File: src/rtl/mips_bus_pkg.sv
// Shared types and constants for the CPU data-port to Avalon bridge.
// Imported by mips_data_bridge.
package mips_bus_pkg;

    typedef enum logic [1:0] {
        IDLE,
        READ,
        WRITE,
        DONE
    } bridge_state_t;

    localparam logic [3:0] BYTEEN_WORD = 4'hF;
    localparam int         WAIT_CNT_W  = 16;

endpackage

File: src/rtl/mips_data_bridge.sv
// Stalls the CPU through clk_enable while each load/store runs on the bus.
// Optional MIPS_DATA_BRIDGE_ALIGN_CHECK_EN rejects misaligned accesses.
module mips_data_bridge
    import mips_bus_pkg::*;
#(
    parameter int TIMEOUT_CYCLES = 255
) (
    input  logic        clk,
    input  logic        reset,
    input  logic        clk_enable_in,
    input  logic [31:0] cpu_data_address,
    input  logic        cpu_data_read,
    input  logic        cpu_data_write,
    input  logic [31:0] cpu_data_writedata,
    output logic [31:0] cpu_data_readdata,
    output logic        cpu_clk_enable,
    output logic [31:0] mem_address,
    output logic        mem_read,
    output logic        mem_write,
    output logic [31:0] mem_writedata,
    output logic [3:0]  mem_byteenable,
    input  logic        mem_waitrequest,
    input  logic [31:0] mem_readdata,
    output logic        bus_error,
    output logic        align_error
);

    localparam logic [WAIT_CNT_W-1:0] WAIT_LAST =
        WAIT_CNT_W'(TIMEOUT_CYCLES - 1);

    bridge_state_t         state;
    bridge_state_t         state_n;
    logic [WAIT_CNT_W-1:0] wait_cnt;
    logic                  req;
    logic                  accept;
    logic                  misaligned;
    logic                  on_bus;
    logic                  timeout_hit;

    assign req         = cpu_data_read | cpu_data_write;
    assign accept      = (state == IDLE) && clk_enable_in && req;
    assign on_bus      = (state == READ) || (state == WRITE);
    assign timeout_hit = mem_waitrequest && (wait_cnt == WAIT_LAST);

    assign mem_byteenable = BYTEEN_WORD;

`ifdef MIPS_DATA_BRIDGE_ALIGN_CHECK_EN
    assign misaligned = cpu_data_address[1:0] != 2'b00;

    always_ff @(posedge clk) begin
        if (reset) begin
            align_error <= 1'b0;
        end else if (accept && misaligned) begin
            align_error <= 1'b1;
        end
    end
`else
    logic unused_low_bits;
    assign unused_low_bits = ^cpu_data_address[1:0];
    assign misaligned      = 1'b0;
    assign align_error     = 1'b0;
`endif

    always_comb begin
        state_n        = state;
        cpu_clk_enable = 1'b0;
        unique case (state)
            IDLE: begin
                cpu_clk_enable = clk_enable_in & ~req;
                if (accept) begin
                    if (misaligned) begin
                        state_n = DONE;
                    end else if (cpu_data_write) begin
                        state_n = WRITE;
                    end else begin
                        state_n = READ;
                    end
                end
            end
            READ, WRITE: begin
                // The slave is never frozen, so the enable is ignored here.
                if (!mem_waitrequest || timeout_hit) begin
                    state_n = DONE;
                end
            end
            DONE: begin
                cpu_clk_enable = clk_enable_in;
                if (clk_enable_in) begin
                    state_n = IDLE;
                end
            end
        endcase
    end

    always_ff @(posedge clk) begin
        if (reset) begin
            state             <= IDLE;
            wait_cnt          <= '0;
            mem_read          <= 1'b0;
            mem_write         <= 1'b0;
            mem_address       <= '0;
            mem_writedata     <= '0;
            cpu_data_readdata <= '0;
            bus_error         <= 1'b0;
        end else begin
            state     <= state_n;
            mem_read  <= state_n == READ;
            mem_write <= state_n == WRITE;
            if (accept) begin
                mem_address   <= {cpu_data_address[31:2], 2'b00};
                mem_writedata <= cpu_data_writedata;
                wait_cnt      <= '0;
                if (misaligned) begin
                    cpu_data_readdata <= '0;
                end
            end
            if (on_bus) begin
                if (!mem_waitrequest) begin
                    if (state == READ) begin
                        cpu_data_readdata <= mem_readdata;
                    end
                end else if (timeout_hit) begin
                    bus_error         <= 1'b1;
                    cpu_data_readdata <= '0;
                end else begin
                    wait_cnt <= wait_cnt + 1'b1;
                end
            end
        end
    end

endmodule
File: config.mk
export PLATFORM = sky130hd
export DESIGN_NAME = mips_data_bridge
export DESIGN_NICKNAME = d
export VERILOG_FILES = /design/src/rtl/mips_bus_pkg.sv /design/src/rtl/mips_data_bridge.sv
export SDC_FILE = /design/constraint.sdc
export NUM_CORES = 1
export LEC_CHECK = 0
export ABC_AREA = 0
export CELL_PAD_IN_SITES_DETAIL_PLACEMENT = 1
export CELL_PAD_IN_SITES_GLOBAL_PLACEMENT = 1
export CORE_MARGIN = 3
export CORE_UTILIZATION = 27
export DETAILED_ROUTE_END_ITERATION = 8
export PLACE_DENSITY_LB_ADDON = 0.1
export SLEW_MARGIN = 20
export SYNTH_ARGS = -nofsm -noshare
export SYNTH_HDL_FRONTEND = slang
export SYNTH_SLANG_ARGS = --single-unit
export TNS_END_PERCENT = 1
File: constraint.sdc
create_clock -name clk -period 2.1 [get_ports clk]
set_clock_uncertainty 0.05 [all_clocks]
set_input_delay 0.63 -clock clk [delete_from_list [all_inputs] [get_ports clk]]
set_output_delay 0.63 -clock clk [all_outputs]
set_load 0.005 [all_outputs]
# ---- Yosys cells after proc, flatten, opt, wreduce, memory -nomap -nowiden
# Index checks and enable logic that the tools add are counted.
# Widths: inputs -> output; s select.
dict set report classes {
  add_sub_neg 1
  n_eq_ne 7
  n_mux 13
  bitwise 3
  n_reduce_logical 11
}
# op count
set op_table {}
lappend op_table {{$mux 32} 3}
lappend op_table {{$mux 16} 4}
lappend op_table {{$add 16x1->16 const B} 1}
lappend op_table {{$eq 16x8->1 const B} 1}
lappend op_table {{$mux 2} 4}
lappend op_table {{$eq 2x2->1 const B} 3}
lappend op_table {{$pmux 2 s3} 1}
lappend op_table {{$reduce_and 3->1} 2}
lappend op_table {{$eq 2x1->1 const B} 2}
lappend op_table {{$logic_and 1x1->1} 3}
lappend op_table {{$logic_not 2->1} 1}
lappend op_table {{$logic_or 1x1->1} 2}
lappend op_table {{$ne 2x1->1 const B} 1}
lappend op_table {{$pmux 1 s2} 1}
lappend op_table {{$reduce_bool 2->1} 1}
lappend op_table {{$reduce_or 2->1} 1}
lappend op_table {{$and 1x1->1} 1}
lappend op_table {{$logic_not 1->1} 1}
lappend op_table {{$not 1->1} 1}
lappend op_table {{$or 1x1->1} 1}
dict set report word_totals {
  register_bits 115
  inputBits 102
  out_inout_bits 105
  wordCells 43
}

# ---- Depth between registers and ports, before layout
# Gate-level depths: netlist of the first run.
dict set report depth {
  depth_word 7
  ltp_mapped 9
  ltp_nobuf 6
}

# ---- Worst setup path before layout of the first run
# OpenSTA, ideal clock, no wires.
dict set report synth_path {
  path_kind {reg2reg}
  start {reg state[0]}
  end {reg wait_cnt[10]}
  setup_time_ns 0.082
  t_arrival_ns 1.929
  required_time_ns 1.968
  path_slack_ns 0.039
  stages_incl_launch_ff 9
  n_path_buf 2
  period_less_slack_ns 2.061
  cell_sequence {dfxtp_1 -> inv_1 -> ha_1 -> and2_1 -> clkbuf_1 -> o41ai_4 -> buf_6 -> or4_1 -> o221ai_1}
}
dict set report synth_between {
  elab_chain_len 7
  elab_cells_between_ends 10
}
# element line
set synth_lines {}
lappend synth_lines {{from (decl)} mips_data_bridge.sv:31} ;# bridge_state_t state;
lappend synth_lines {{from (signal assigned)} mips_data_bridge.sv:106} ;# state <= state_n;
lappend synth_lines {{$logic_not 2->1} mips_data_bridge.sv:41} ;# assign accept = (state == IDLE) && clk_enable_in && req;
lappend synth_lines {{$logic_and 1x1->1 (2 in a row)} mips_data_bridge.sv:41}
lappend synth_lines {{$mux 16} mips_data_bridge.sv:109} ;# if (accept) begin
lappend synth_lines {{$mux 16} mips_data_bridge.sv:122} ;# end else if (timeout_hit) begin
lappend synth_lines {{$mux 16} mips_data_bridge.sv:118} ;# if (!mem_waitrequest) begin
lappend synth_lines {{$mux 16 *} mips_data_bridge.sv:117} ;# if (on_bus) begin
lappend synth_lines {{to (signal assigned)} mips_data_bridge.sv:126} ;# wait_cnt <= wait_cnt + 1'b1;
lappend synth_lines {{to (decl)} mips_data_bridge.sv:33} ;# logic [WAIT_CNT_W-1:0] wait_cnt;
# Every way passes the cells marked *; elsewhere a longest branch is shown, timed or not.
# A chain may end at the register's enable or synchronous reset.

# ---- Final worst setup path of the first run
dict set report layout_path {
  start {in clk_enable_in}
  end {out cpu_clk_enable}
}
dict set report layout_between {
  elab_chain_len 2
}
# element line
set layout_lines {}
lappend layout_lines {{from (decl)} mips_data_bridge.sv:10} ;# input logic clk_enable_in,
lappend layout_lines {{$and 1x1->1} mips_data_bridge.sv:69} ;# cpu_clk_enable = clk_enable_in & ~req;
lappend layout_lines {{$pmux 1 s2 *} mips_data_bridge.sv:67} ;# unique case (state)
lappend layout_lines {{to (decl)} mips_data_bridge.sv:16} ;# output logic cpu_clk_enable,
# Marked as above.

==> metrics.txt, run 1 <==
status complete, no violations; setup ws final 0.00391 ns; Finished Layout Cells 1,024; Mapped Cells 583; number of port buffers 197; total power divided by cell area 1020 nW/µm²; Post-CTS Hold Fix Bufs 0; antenna fix cells 0; Critical Path RT 1.42 ns; synth warn 0; initial antenna violation count 0; first-pass GRT wire length 27,300 µm; Area Growth Syn to Fin 64.8%; CP max stage cell clkdlybuf4s50_1; final hold viol count 0; CP cell instances clkdlybuf4s50_1 > nor3b_2 > buf_2; Synth Register Bits about 120; kind of critical path input port to output port; TritonCTS Buffers 17; clock power share 36.5%; most frequent cells after synthesis nand2_1, dfxtp_1, a21oi_1, clkbuf_1, nand3_1; Longest Clk Path Bufs 2; RSZ-0062 raised after global routing yes; Leakage 2.79 nW; I/O pins 207; die width 139 µm; Crit Path Max Fanout 2; via count 5,111; Placed Instance Area 7210 µm²; switching portion of total power about 30%; post-layout min period 2.10 ns; worst hold path type register to register; Max stage delay on crit path about 0.48 ns; cell-internal power 0.00563 W; Worst-Skew Late Latency 0.41 ns; Inst Count DP 991; Final HPWL DP 11,900 µm; drc violations 0; post-synth top area cell dfxtp_1; share of cells above drive strength 1 between 10% and 20%; Die H between 100 and 150 µm; vias per std cell roughly 5.0; Startpoint Class input port; Wirelength per Cell around 16 µm; Max Cap Viol 0; f_max 0.477 GHz; overall routing resource usage 16.9%; Die ar. about 19,000 µm²; initial DRC count 199; CTS Sinks between 100 and 150; final std cell area, no fill 7860 µm²; top post-synthesis cells by area dfxtp_1, nand2_1, a21oi_1; GPL Wtd Cong 0.828; vias in the first global route between 5,000 and 6,000; Seq/Total Area, Yosys about 48%; GR Overflow Total 0; Final Max Tran Viols 0; register share of total power 33.1%; fin crit share 99.8%; Critical Path AT 1.42 ns; Worst Path Buf+Inv 2; Min Hold Slack 0.401 ns; Reg clk slew, reported paths 0.05 ns; syn_area_per_cell 8.18 µm²; Sw Pwr 0.00241 W; Total Power 0.00804 W; Rows 47; pre-CTS setup slack -0.631 ns; DRT Pass-1 Iters 4; peak supply drop just under 600 µV; drt total wl 16,700 µm; Starting Density 28.2%; Top Family by Delay on Critical Path buffers and inverters; nets 899; Post-synth EDFFs 0; mapped cell area 4770 µm²; largest net degree at the start of global routing 55; CTS tree yes; CORE AREA 16,900 µm²; H-tree depth 4; root buffer cell clkbuf_16; share of the synthesized area in the top cell type 48.3%; cell with the most instances after synthesis nand2_1; Most used DFF post-synth dfxtp_1; setup violators final 0; Synth cell types 46; kind of end point of the critical path output port; Post-DRT Antenna Nets 0; Post-synth ARST share 0%; Comb pwr share 30.4%
state kept, by name, indices dropped and copies added (netlist names):
name and count:
mem_read 1, mem_address 30, mem_writedata 32, wait_cnt 16, cpu_data_readdata 32, bus_error 1, mem_write 1, state 2
metal layers:
layer  up-vias  global-route usage [%]  share of wire, %
met5         -                       0                 0
met4         0                    5.61               1.0
met3        11                    4.31               5.1
met2       143                    29.7                51
met1      2471                    20.2                43
li1       2486                       -                 -
tightest hold or removal path: stages, from the launching register on:
cell	delay [ns]
dfxtp_1	0.30
nand2_1	0.05
a21oi_1	0.05
cell families (layout without fill, tap and decap cells):
| kind of cell | after synthesis | count (layout) | share of synthesized area (%) |
|---|---|---|---|
| xor gates and xnor gates | 1 | 1 | 0.184 |
| DFF | 115 | 115 | 48.3 |
| AOI/OAI and AO/OA | 165 | 165 | 21.9 |
| other | 2 | 7 | 0.157 |
| buffers and inverters | 62 | 278 | 5.66 |
| adders and majority gates | 6 | 6 | 1.57 |
| and+or+nand+nor | 232 | 232 | 22.3 |
path summary, 6_finish.rpt:
| kind | startpoint | end | slack, ns | depth (start not counted) |
|---|---|---|---|---|
| setup / recovery | clk_enable_in | cpu_clk_enable | 0.004 | 3 |
| hold / removal | mem_writedata[0] | mem_writedata[0] | 0.40 | 2 |
| setup reg to reg | state[1] | wait_cnt[10] | 0.11 | 8 |
| hold reg to reg | mem_writedata[0] | mem_writedata[0] | 0.40 | 2 |
cells in the final DEF (no fill, tap or decap), drive strengths merged, types with 9 or more instances in the layout:
cell type | netlist | layout
clkdlybuf4s50 | 0 | 193
nand2 | 136 | 136
dfxtp | 115 | 115
a21oi | 72 | 72
nand3 | 45 | 45
buf | 10 | 45
o21ai | 38 | 38
a32oi | 32 | 32
clkbuf | 46 | 23
nor2 | 9 | 9
cell type report:
class	count	area [µm²]
multi-input combinational	411	2280
sequential	115	2300
clock buffer	23	468
clock inverter	9	129
timing repair buffer	240	2380
tap	220	275
inverter	6	22.5
fill	1955	9070
power by group through the flow:
| stage | Sequential [W] | Clock, W | Combinational [W] |
|---|---|---|---|
| final | 0.00266 | 0.00293 | 0.00244 |
| after global routing | 0.00270 | 0.00312 | 0.00268 |
| after CTS | 0.00266 | 0.00302 | 0.00245 |
| after detailed placement | 0.00270 | 0 | 0.00239 |
| after global placement | 0.00269 | 0 | 0.00233 |
| after floorplan | 0.00271 | 0 | 0.00101 |
metrics by stage:
stage | util [%] | setup TNS [ns]
6_report | 46.4 | 0
5_1_grt | 46.4 | -0.0463
4_1_cts | 46.3 | 0
3_5_place_dp | 42.6 | -22.19
3_3_place_gp | 42.6 | -18.28
2_1_floorplan | - | 0
what timing repair did:
| action | CTS | global route |
|---|---|---|
| endpoints found under the setup margin | 6 | 12 |
| hold endpoints to repair | 0 | 0 |
| gates resized for setup | 14 | 3 |
| pin swaps | 3 | 1 |
| setup buffers | 0 | 1 |
| cloned | 0 | 0 |
Note: power is estimated with default switching activity, not from simulation.
==> run 2: changes to the inputs <==
SLEW_MARGIN = unset   (was 20)
==> results of run 2 <==
No change in the layout: final DEF, timing and power equal those of run 1.
